## config.mk

```make
export PLATFORM = sky130hd
export DESIGN_NAME = inst_mem_ctrl_flat
export DESIGN_NICKNAME = d
export VERILOG_FILES = /design/src/rtl/inst_mem_ctrl_if.sv /design/src/rtl/inst_mem_ctrl.sv /design/src/flat_wrapper.sv
export SDC_FILE = /design/constraint.sdc
export NUM_CORES = 1
export LEC_CHECK = 0
export CAP_MARGIN = 20
export CELL_PAD_IN_SITES_DETAIL_PLACEMENT = 1
export CELL_PAD_IN_SITES_GLOBAL_PLACEMENT = 1
export CORE_MARGIN = 5
export CORE_UTILIZATION = 49
export DETAILED_ROUTE_END_ITERATION = 6
export DONT_BUFFER_PORTS = 1
export GPL_ROUTABILITY_DRIVEN = 0
export PLACE_DENSITY = 0.79
export SLEW_MARGIN = 10
export SYNTH_ARGS = -nofsm -noshare
export SYNTH_HDL_FRONTEND = slang
export SYNTH_SLANG_ARGS = --single-unit
```

## constraint.sdc

```tcl
create_clock -name clk -period 3 [get_ports clk]
set_clock_uncertainty 0.1 [all_clocks]
set_input_delay 0.15 -clock clk [delete_from_list [all_inputs] [get_ports clk]]
set_output_delay 0.15 -clock clk [all_outputs]
set_load 0.01 [all_outputs]
```

## src/rtl/inst_mem_ctrl_if.sv

```systemverilog
// inst_mem_ctrl_if: bundles the core fetch port and the byte-wide external
// memory port of inst_mem_ctrl.
//   rom_ce_i     core -> ctrl   fetch request valid
//   rom_addr_i   core -> ctrl   byte address of requested instruction
//   rom_data_o   ctrl -> core   assembled instruction (valid with rom_ready_o)
//   rom_ready_o  ctrl -> core   one-cycle delivery pulse
//   stall_req_o  ctrl -> core   memory fetch in progress
//   mem_a_o      ctrl -> mem    byte address (ADDR_W bits)
//   mem_re_o     ctrl -> mem    read enable
//   mem_din_i    mem  -> ctrl   read byte, one cycle after its address
// Modport slave is the controller side, master is the core/memory side.
interface inst_mem_ctrl_if #(
    parameter int unsigned ADDR_W = 17
);
    logic              rom_ce_i;
    logic [31:0]       rom_addr_i;
    logic [31:0]       rom_data_o;
    logic              rom_ready_o;
    logic              stall_req_o;
    logic [ADDR_W-1:0] mem_a_o;
    logic              mem_re_o;
    logic [7:0]        mem_din_i;

    modport slave (
        input  rom_ce_i, rom_addr_i, mem_din_i,
        output rom_data_o, rom_ready_o, stall_req_o, mem_a_o, mem_re_o
    );

    modport master (
        output rom_ce_i, rom_addr_i, mem_din_i,
        input  rom_data_o, rom_ready_o, stall_req_o, mem_a_o, mem_re_o
    );
endinterface

```

## src/rtl/inst_mem_ctrl.sv

```systemverilog
// inst_mem_ctrl: fetches 32-bit instructions from a byte-wide external memory
// with a one-entry instruction cache in front of it.
// Ports:
//   clk  system clock, rising edge
//   rst  synchronous active-low reset
//   bus  inst_mem_ctrl_if.slave (fetch request/response + external memory)
// A miss reads 4 consecutive bytes (little-endian, address wraps modulo
// 2^ADDR_W) and delivers 5 edges after acceptance. A hit delivers on the next
// edge. Dropping or changing the request during a fetch aborts it.
module inst_mem_ctrl #(
    parameter int unsigned ADDR_W = 17
) (
    input logic            clk,
    input logic            rst,
    inst_mem_ctrl_if.slave bus
);

    typedef enum logic {
        IDLE  = 1'b0,
        FETCH = 1'b1
    } state_t;

    state_t            state_q, state_d;
    logic [1:0]        k_q, k_d;
    logic [31:0]       addr_q, addr_d;
    logic [23:0]       buf_q, buf_d;
    logic [31:0]       tag_q, tag_d;
    logic [31:0]       cdata_q, cdata_d;
    logic              valid_q, valid_d;
    logic [31:0]       rom_data_q, rom_data_d;
    logic              rom_ready_q, rom_ready_d;
    logic              stall_q, stall_d;
    logic [ADDR_W-1:0] mem_a_q, mem_a_d;
    logic              mem_re_q, mem_re_d;

    logic              hit;
    logic              req_match;
    logic [ADDR_W-1:0] next_a;

    assign hit       = valid_q && (tag_q == bus.rom_addr_i);
    assign req_match = bus.rom_ce_i && (bus.rom_addr_i == addr_q);
    assign next_a    = addr_q[ADDR_W-1:0] + ADDR_W'(k_q) + ADDR_W'(1);

    always_ff @(posedge clk) begin
        if (!rst) begin
            state_q     <= IDLE;
            k_q         <= '0;
            addr_q      <= '0;
            buf_q       <= '0;
            tag_q       <= '0;
            cdata_q     <= '0;
            valid_q     <= 1'b0;
            rom_data_q  <= '0;
            rom_ready_q <= 1'b0;
            stall_q     <= 1'b0;
            mem_a_q     <= '0;
            mem_re_q    <= 1'b0;
        end else begin
            state_q     <= state_d;
            k_q         <= k_d;
            addr_q      <= addr_d;
            buf_q       <= buf_d;
            tag_q       <= tag_d;
            cdata_q     <= cdata_d;
            valid_q     <= valid_d;
            rom_data_q  <= rom_data_d;
            rom_ready_q <= rom_ready_d;
            stall_q     <= stall_d;
            mem_a_q     <= mem_a_d;
            mem_re_q    <= mem_re_d;
        end
    end

    // k is the index of the byte address currently on mem_a_o. The two edges
    // after the last address (k==3) are told apart by mem_re_q: the first
    // drops the read enable, the second captures byte 3 straight from
    // mem_din_i and delivers.
    always_comb begin
        state_d     = state_q;
        k_d         = k_q;
        addr_d      = addr_q;
        buf_d       = buf_q;
        tag_d       = tag_q;
        cdata_d     = cdata_q;
        valid_d     = valid_q;
        rom_data_d  = rom_data_q;
        rom_ready_d = 1'b0;
        stall_d     = stall_q;
        mem_a_d     = mem_a_q;
        mem_re_d    = mem_re_q;

        unique case (state_q)
            IDLE: begin
                stall_d  = 1'b0;
                mem_re_d = 1'b0;
                k_d      = '0;
                if (bus.rom_ce_i) begin
                    if (hit) begin
                        rom_data_d  = cdata_q;
                        rom_ready_d = 1'b1;
                    end else begin
                        state_d  = FETCH;
                        addr_d   = bus.rom_addr_i;
                        stall_d  = 1'b1;
                        mem_re_d = 1'b1;
                        mem_a_d  = bus.rom_addr_i[ADDR_W-1:0];
                    end
                end
            end

            FETCH: begin
                if (!req_match) begin
                    state_d  = IDLE;
                    stall_d  = 1'b0;
                    mem_re_d = 1'b0;
                    k_d      = '0;
                end else if (mem_re_q) begin
                    // Data for address index k-1 arrives this cycle.
                    case (k_q)
                        2'd1:    buf_d[7:0]   = bus.mem_din_i;
                        2'd2:    buf_d[15:8]  = bus.mem_din_i;
                        2'd3:    buf_d[23:16] = bus.mem_din_i;
                        default: ;
                    endcase
                    if (k_q != 2'd3) begin
                        k_d     = k_q + 2'd1;
                        mem_a_d = next_a;
                    end else begin
                        mem_re_d = 1'b0;
                    end
                end else begin
                    state_d     = IDLE;
                    rom_data_d  = {bus.mem_din_i, buf_q};
                    rom_ready_d = 1'b1;
                    stall_d     = 1'b0;
                    tag_d       = addr_q;
                    cdata_d     = {bus.mem_din_i, buf_q};
                    valid_d     = 1'b1;
                    k_d         = '0;
                end
            end

            default: state_d = IDLE;
        endcase
    end

    assign bus.rom_data_o  = rom_data_q;
    assign bus.rom_ready_o = rom_ready_q;
    assign bus.stall_req_o = stall_q;
    assign bus.mem_a_o     = mem_a_q;
    assign bus.mem_re_o    = mem_re_q;

endmodule

```

## src/flat_wrapper.sv

```systemverilog
// flat-port wrapper written by rule: the top's interface ports become plain ports
module inst_mem_ctrl_flat 
#(
    parameter int unsigned ADDR_W = 17
)
  (clk, rst, bus_rom_ce_i, bus_rom_addr_i, bus_mem_din_i, bus_rom_data_o, bus_rom_ready_o, bus_stall_req_o, bus_mem_a_o, bus_mem_re_o);
  inst_mem_ctrl_if #(.ADDR_W(ADDR_W)) bus_i ();
  input logic clk;
  input logic rst;
  input wire logic [$bits(bus_i.rom_ce_i)-1:0] bus_rom_ce_i;
  input wire logic [$bits(bus_i.rom_addr_i)-1:0] bus_rom_addr_i;
  input wire logic [$bits(bus_i.mem_din_i)-1:0] bus_mem_din_i;
  output wire logic [$bits(bus_i.rom_data_o)-1:0] bus_rom_data_o;
  output wire logic [$bits(bus_i.rom_ready_o)-1:0] bus_rom_ready_o;
  output wire logic [$bits(bus_i.stall_req_o)-1:0] bus_stall_req_o;
  output wire logic [$bits(bus_i.mem_a_o)-1:0] bus_mem_a_o;
  output wire logic [$bits(bus_i.mem_re_o)-1:0] bus_mem_re_o;
  assign bus_i.rom_ce_i = bus_rom_ce_i;
  assign bus_i.rom_addr_i = bus_rom_addr_i;
  assign bus_i.mem_din_i = bus_mem_din_i;
  assign bus_rom_data_o = bus_i.rom_data_o;
  assign bus_rom_ready_o = bus_i.rom_ready_o;
  assign bus_stall_req_o = bus_i.stall_req_o;
  assign bus_mem_a_o = bus_i.mem_a_o;
  assign bus_mem_re_o = bus_i.mem_re_o;
  inst_mem_ctrl #(.ADDR_W(ADDR_W)) u_core (.clk(clk), .rst(rst), .bus(bus_i));
endmodule
```

# --- Word-level counts from Yosys, hierarchy flattened ---
# Index checks and enable logic that the tools add are counted.
totals:
  register_bits: 176
  in_bits: 43
  out_inout_bits: 52
  elab_cells: 76
op_classes:
  addsub: 3
  n_eq_ne: 15
  muxes: 32
  bitwise: 3
  n_reduce_logical: 9
op_table:
  columns: ["cell", "n"]
  rows:
  - ["two-way mux 32 bit", 4]
  - ["two-way mux 17 bit", 5]
  - ["== test 32 bit", 2]
  - ["case mux 32 bit (2 select lines)", 1]
  - ["case mux 17 bit (2 select lines)", 1]
  - ["adder 17 x 1 -> 17 bit (second input constant)", 1]
  - ["adder 17 x 2 -> 17 bit", 1]
  - ["AND reduction 4 bit", 4]
  - ["!= test 2 bit (second input constant)", 7]
  - ["two-way mux 1 bit", 13]
  - ["case mux 1 bit (2 select lines)", 4]
  - ["two-way mux 2 bit", 3]
  - ["AND reduction 3 bit", 2]
  - ["AND reduction 5 bit", 1]
  - ["== test 2 bit (second input constant)", 2]
  - ["!= test 4 bit (second input constant)", 1]
  - ["case mux 2 bit (2 select lines)", 1]
  - ["!= test 3 bit (second input constant)", 1]
  - ["inverter 1 bit", 3]
  - ["adder 2 x 1 -> 2 bit (second input constant)", 1]
  - ["== test 2 x 1 -> 1 bit (second input constant)", 1]
  - ["logical AND 1 bit", 2]
  - ["!= test 2 x 1 -> 1 bit (second input constant)", 1]

# --- Longest topological paths before layout ---
logic_depth:
  ltp_word: 6
  depth_mapped: 10
  depth_no_buf: 10

# --- Least setup slack after synthesis ---
# OpenSTA, ideal clock, no wires.
synth_timing:
  kind: "flip-flop to flip-flop"
  startpoint: "register u_core.addr_q[2]"
  endpoint: "register u_core.mem_a_q[0], in the netlist u_core.bus.mem_a_o[0]"
  setup_ns: 0.123
  arrival_time_ns: 2.188
  t_required_ns: 2.777
  setup_slack_ns: 0.589
  path_stages_with_launch: 10
  path_buffers: 3
  synth_period_minus_slack_ns: 2.411
  path_cell_list: "dfxtp_1 buf_6 xor2_1 or3_1 nand3b_1 or4_1 a211o_1 buf_6 buf_12 mux2i_1"
synth_via:
  elab_chain_len: 4
synth_rtl:
  columns: ["item", "line", "text"]
  rows:
  - ["start: declaration", "inst_mem_ctrl.sv:25", "logic [31:0] addr_q, addr_d;"]
  - ["start signal: assignment", "inst_mem_ctrl.sv:61", "addr_q <= addr_d;"]
  - ["== test 32 bit", "inst_mem_ctrl.sv:41", "assign req_match = bus.rom_ce_i && (bus.rom_addr_i == addr_q);"]
  - ["logical AND 1 bit", "inst_mem_ctrl.sv:41", null]
  - ["!= test 2 bit (no line)", null, null]
  - ["AND reduction 5 bit (no line)", null, null]
  - ["end signal: assignment", "inst_mem_ctrl.sv:69", "mem_a_q <= mem_a_d;"]
  - ["end: declaration", "inst_mem_ctrl.sv:33", "logic [ADDR_W-1:0] mem_a_q, mem_a_d;"]
# Every way passes these cells.
# A chain may end at the register's enable or synchronous reset.

# --- Final worst setup path ---
layout_timing:
  startpoint: "register u_core.k_q[0]"
  endpoint: "register u_core.mem_a_q[16], in the netlist u_core.bus.mem_a_o[16]"
layout_via:
  elab_chain_len: 6
  word_cells_on_any_way: 9
  classes_between: "add/sub (2); eq/ne (2); mux (4); reduce/logical (1)"
layout_rtl:
  columns: ["item", "line", "text"]
  rows:
  - ["start: declaration", "inst_mem_ctrl.sv:24", "logic [1:0] k_q, k_d;"]
  - ["start signal: assignment", "inst_mem_ctrl.sv:60", "k_q <= k_d;"]
  - ["adder 17 x 2 -> 17 bit", "inst_mem_ctrl.sv:42", "assign next_a = addr_q[ADDR_W-1:0] + ADDR_W'(k_q) + ADDR_W'(1);"]
  - ["adder 17 x 1 -> 17 bit", "inst_mem_ctrl.sv:42", null]
  - ["two-way mux 17 bit", "inst_mem_ctrl.sv:125", "if (k_q != 2'd3) begin"]
  - ["two-way mux 17 bit", "inst_mem_ctrl.sv:117", "end else if (mem_re_q) begin"]
  - ["two-way mux 17 bit", "inst_mem_ctrl.sv:112", "if (!req_match) begin"]
  - ["case mux 17 bit (2 select lines)", "inst_mem_ctrl.sv:92", "unique case (state_q)"]
# Parallel ways exist; a longest one is shown, timed or not. The select of a mux whose other input is x is not followed.

==> results.ini <==
[clock_tree]
cts_buffer_depth=2
cts_tree=built
cts_inserted_buffers=17
cts.clk_slew.worst_paths_ps=70
htreeDepth=4
postCtsHoldBufs=42
cts-root-buf=clkbuf_16
clk_latency_ps=440
post_cts_buffers=0
numClockSinks=176
cts-resized-gates=0

[detailed_routing]
drt_iter0_drc=474
ant_nets=0
drc=0
wl_per_cell_um=21.8
firstDrtPassIters=5
via_per_inst=5.90
vias=6960
wl_um=25800

[pwr]
clkPwrFrac_pct=43.9
pwr-share-seq_pct=47.5
internal_power_uw=3820
powerDensity_nw_per_um2=534
pwr-share-comb_pct=8.5
p_switching_uw=1310
ir_drop_mv=0.429
p_leak_uw=0.00381
p_sw_share_pct=25.6

[global_route]
grt_pass1_wl_um=42000
grt_overflow=0
track_usage_pct=26.7
grt_pass1_vias=7566
antenna_found_initial=0
grt_max_degree=125

[synth]
syn_nets=972
synthCells=923
yosys-top-cells-area=dfxtp_1 (42%), mux2i_1 (16%), nand2_1 (6.0%)
ys_types=49
synth-seq-area-share_pct=42.0
yosysWarnings=0
synthArstFlopShare_pct=0
synth_area_leader_cell=dfxtp_1
syn_avg_cell_area_um2=9.09
synth_ff_type=dfxtp_1
synth_edf_count=0
synth_top_area_share_pct=42.0
synth_seq_cells=176
synth_area_um2=8390

[sta]
tightest_slew_ps=648
setup-violations-final=0
final.setup.tns_ps=0
period_share_pct=95.2
hold_viol_final=0
period_needed_ps=2860
fmax_mhz=350
grt_setup_unrepaired=no
maxSlewHeadroom_pct=56.6
slew_viol_final=0

[hold_path]
min_path_type=primary input to flop

[setup_path]
crit_fanout=4
worstSetupEndpointType=flop
worstSetupStartpointType=flop
critPathKind=flop to flop
worstPathArrival_ps=3130
cp_data_required_time_ps=3270

[outcome]
status=finished, final reports clean

[final_layout]
final_cell_area_um2=9620
diodes=0
nets=995
syn_to_final_growth_pct=14.6
drive_gt1_share_pct=10.9
layout_common_cells=dfxtp_1 (175), mux2i_1 (137), nand2_1 (135), nor2_1 (83), xor2_1 (52)
fillers=1927
layout_commonest_cell=dfxtp_1

[die]
die_area_um2=19800
coreArea_um2=16700
die-width_um=141
die_h_um=141
start_util_pct=50.2
io_pins=95
core.rowCount=47

[placed_design]
postPlaceCellArea_um2=8590
hpwl_um=16900
port_buffers=0

[flow_run]
cap_violations=0

[through the flow]
| step | total power [uW] | hold WS (ps) | std cells | utilization (%) | worst slack, ps |
|---|---|---|---|---|---|
| floorplan | 2750 | 197 | 923 | - | 589 |
| global placement | 2820 | 199 | 1105 | 51.4 | 304 |
| detailed placement | 2830 | 207 | 1105 | 51.4 | 222 |
| CTS | 5150 | 74.5 | 1179 | 57.6 | 184 |
| global route | 5310 | 95.3 | 1179 | 57.6 | 18.6 |
| finish | 5130 | 68.6 | 1179 | 57.6 | 144 |
[cell usage after synthesis, types with 2 or more instances]
cell type / instances
o21ai_0: 35
nor3_1: 5
and3_1: 2
nor4_1: 16
clkbuf_1: 35
xor2_1: 52
buf_1: 4
dlygate4sd3_1: 3
nand2b_1: 14
nand3_1: 42
ha_1: 5
or4_1: 3
mux2i_1: 137
or3_1: 3
nand4_1: 12
o22ai_1: 2
inv_1: 8
a211o_1: 7
xnor2_1: 19
mux2_2: 33
nor2b_1: 4
a21oi_1: 34
o211ai_1: 10
nand2_1: 135
nand2_2: 2
buf_2: 14
and4_1: 2
buf_6: 2
nor4_2: 2
dfxtp_1: 176
buf_4: 2
nor2_1: 83
dlygate4sd1_1: 4
[cell families (layout without fill, tap and decap cells)]
| kind of cell | Yosys count | in the layout | share of synthesized area [%] |
|---|---|---|---|
| buf+inv | 74 | 110 | 4.44 |
| mux | 170 | 170 | 20.8 |
| compound gates | 91 | 91 | 6.20 |
| simple gates | 335 | 335 | 18.2 |
| flops | 176 | 176 | 42.0 |
| xor+xnor | 71 | 71 | 7.41 |
| fa+ha+maj | 6 | 6 | 0.984 |
[per-layer routing]
metal,global-route usage [%],wire (um)
met1,34.8,11600
met3,7.69,1850
met5,0,0
met4,9.03,641
met2,42.6,11700
[path summary, 6_finish.rpt]
path	cells after the start	from	end	slack [ps]
worst max-delay path	11	u_core.k_q[0]$_SDFFE_PN0N_	u_core.bus.mem_a_o[16]$_SDFFE_PN0P_	140
worst min-delay path	3	rst	u_core.bus.rom_data_o[10]$_SDFFE_PN0P_	70
worst max register to register	11	u_core.k_q[0]$_SDFFE_PN0N_	u_core.bus.mem_a_o[16]$_SDFFE_PN0P_	140
worst min register to register	2	u_core.buf_q[5]$_SDFFE_PN0P_	u_core.buf_q[5]$_SDFFE_PN0P_	380
[layout make-up]
class / count / area [um^2] / share of cell area (%)
clock buffer: 18 / 439 / 4.56
clock inverter: 14 / 151 / 1.57
inverter: 9 / 33.8 / 0.351
multi-input combinational: 673 / 4520 / 47.0
sequential: 176 / 3520 / 36.6
tap: 220 / 275 / 2.86
timing repair buffer: 69 / 678 / 7.05
[worst max-delay path, stage by stage, from the launching register on]
cell and delay, ps:
dfxtp_1 410, inv_1 100, ha_1 210, inv_1 90
fa_1 230, nand3_1 280, nor4_1 380, buf_4 180
nand3_1 130, xor2_1 200, a211o_1 330, mux2i_1 130
[power groups by stage]
stage / sequential, uW / combinational, uW / clock, uW
global route: 2440 / 470 / 2390
floorplan: 2470 / 275 / 0
detailed placement: 2490 / 341 / 0
finish: 2440 / 439 / 2260
global placement: 2490 / 330 / 0
CTS: 2440 / 431 / 2280
[registers in the layout, indices dropped and copies added (netlist names)]
register                flops
u_core.tag_q               32
u_core.valid_q              1
u_core.k_q                  2
u_core.bus.mem_re_o         1
u_core.addr_q              32
u_core.bus.stall_req_o      1
u_core.bus.mem_a_o         17
u_core.cdata_q             32
u_core.state_q              1
u_core.bus.rom_ready_o      1
u_core.bus.rom_data_o      32
u_core.buf_q               24
Power figures use the tool's default switching activity.
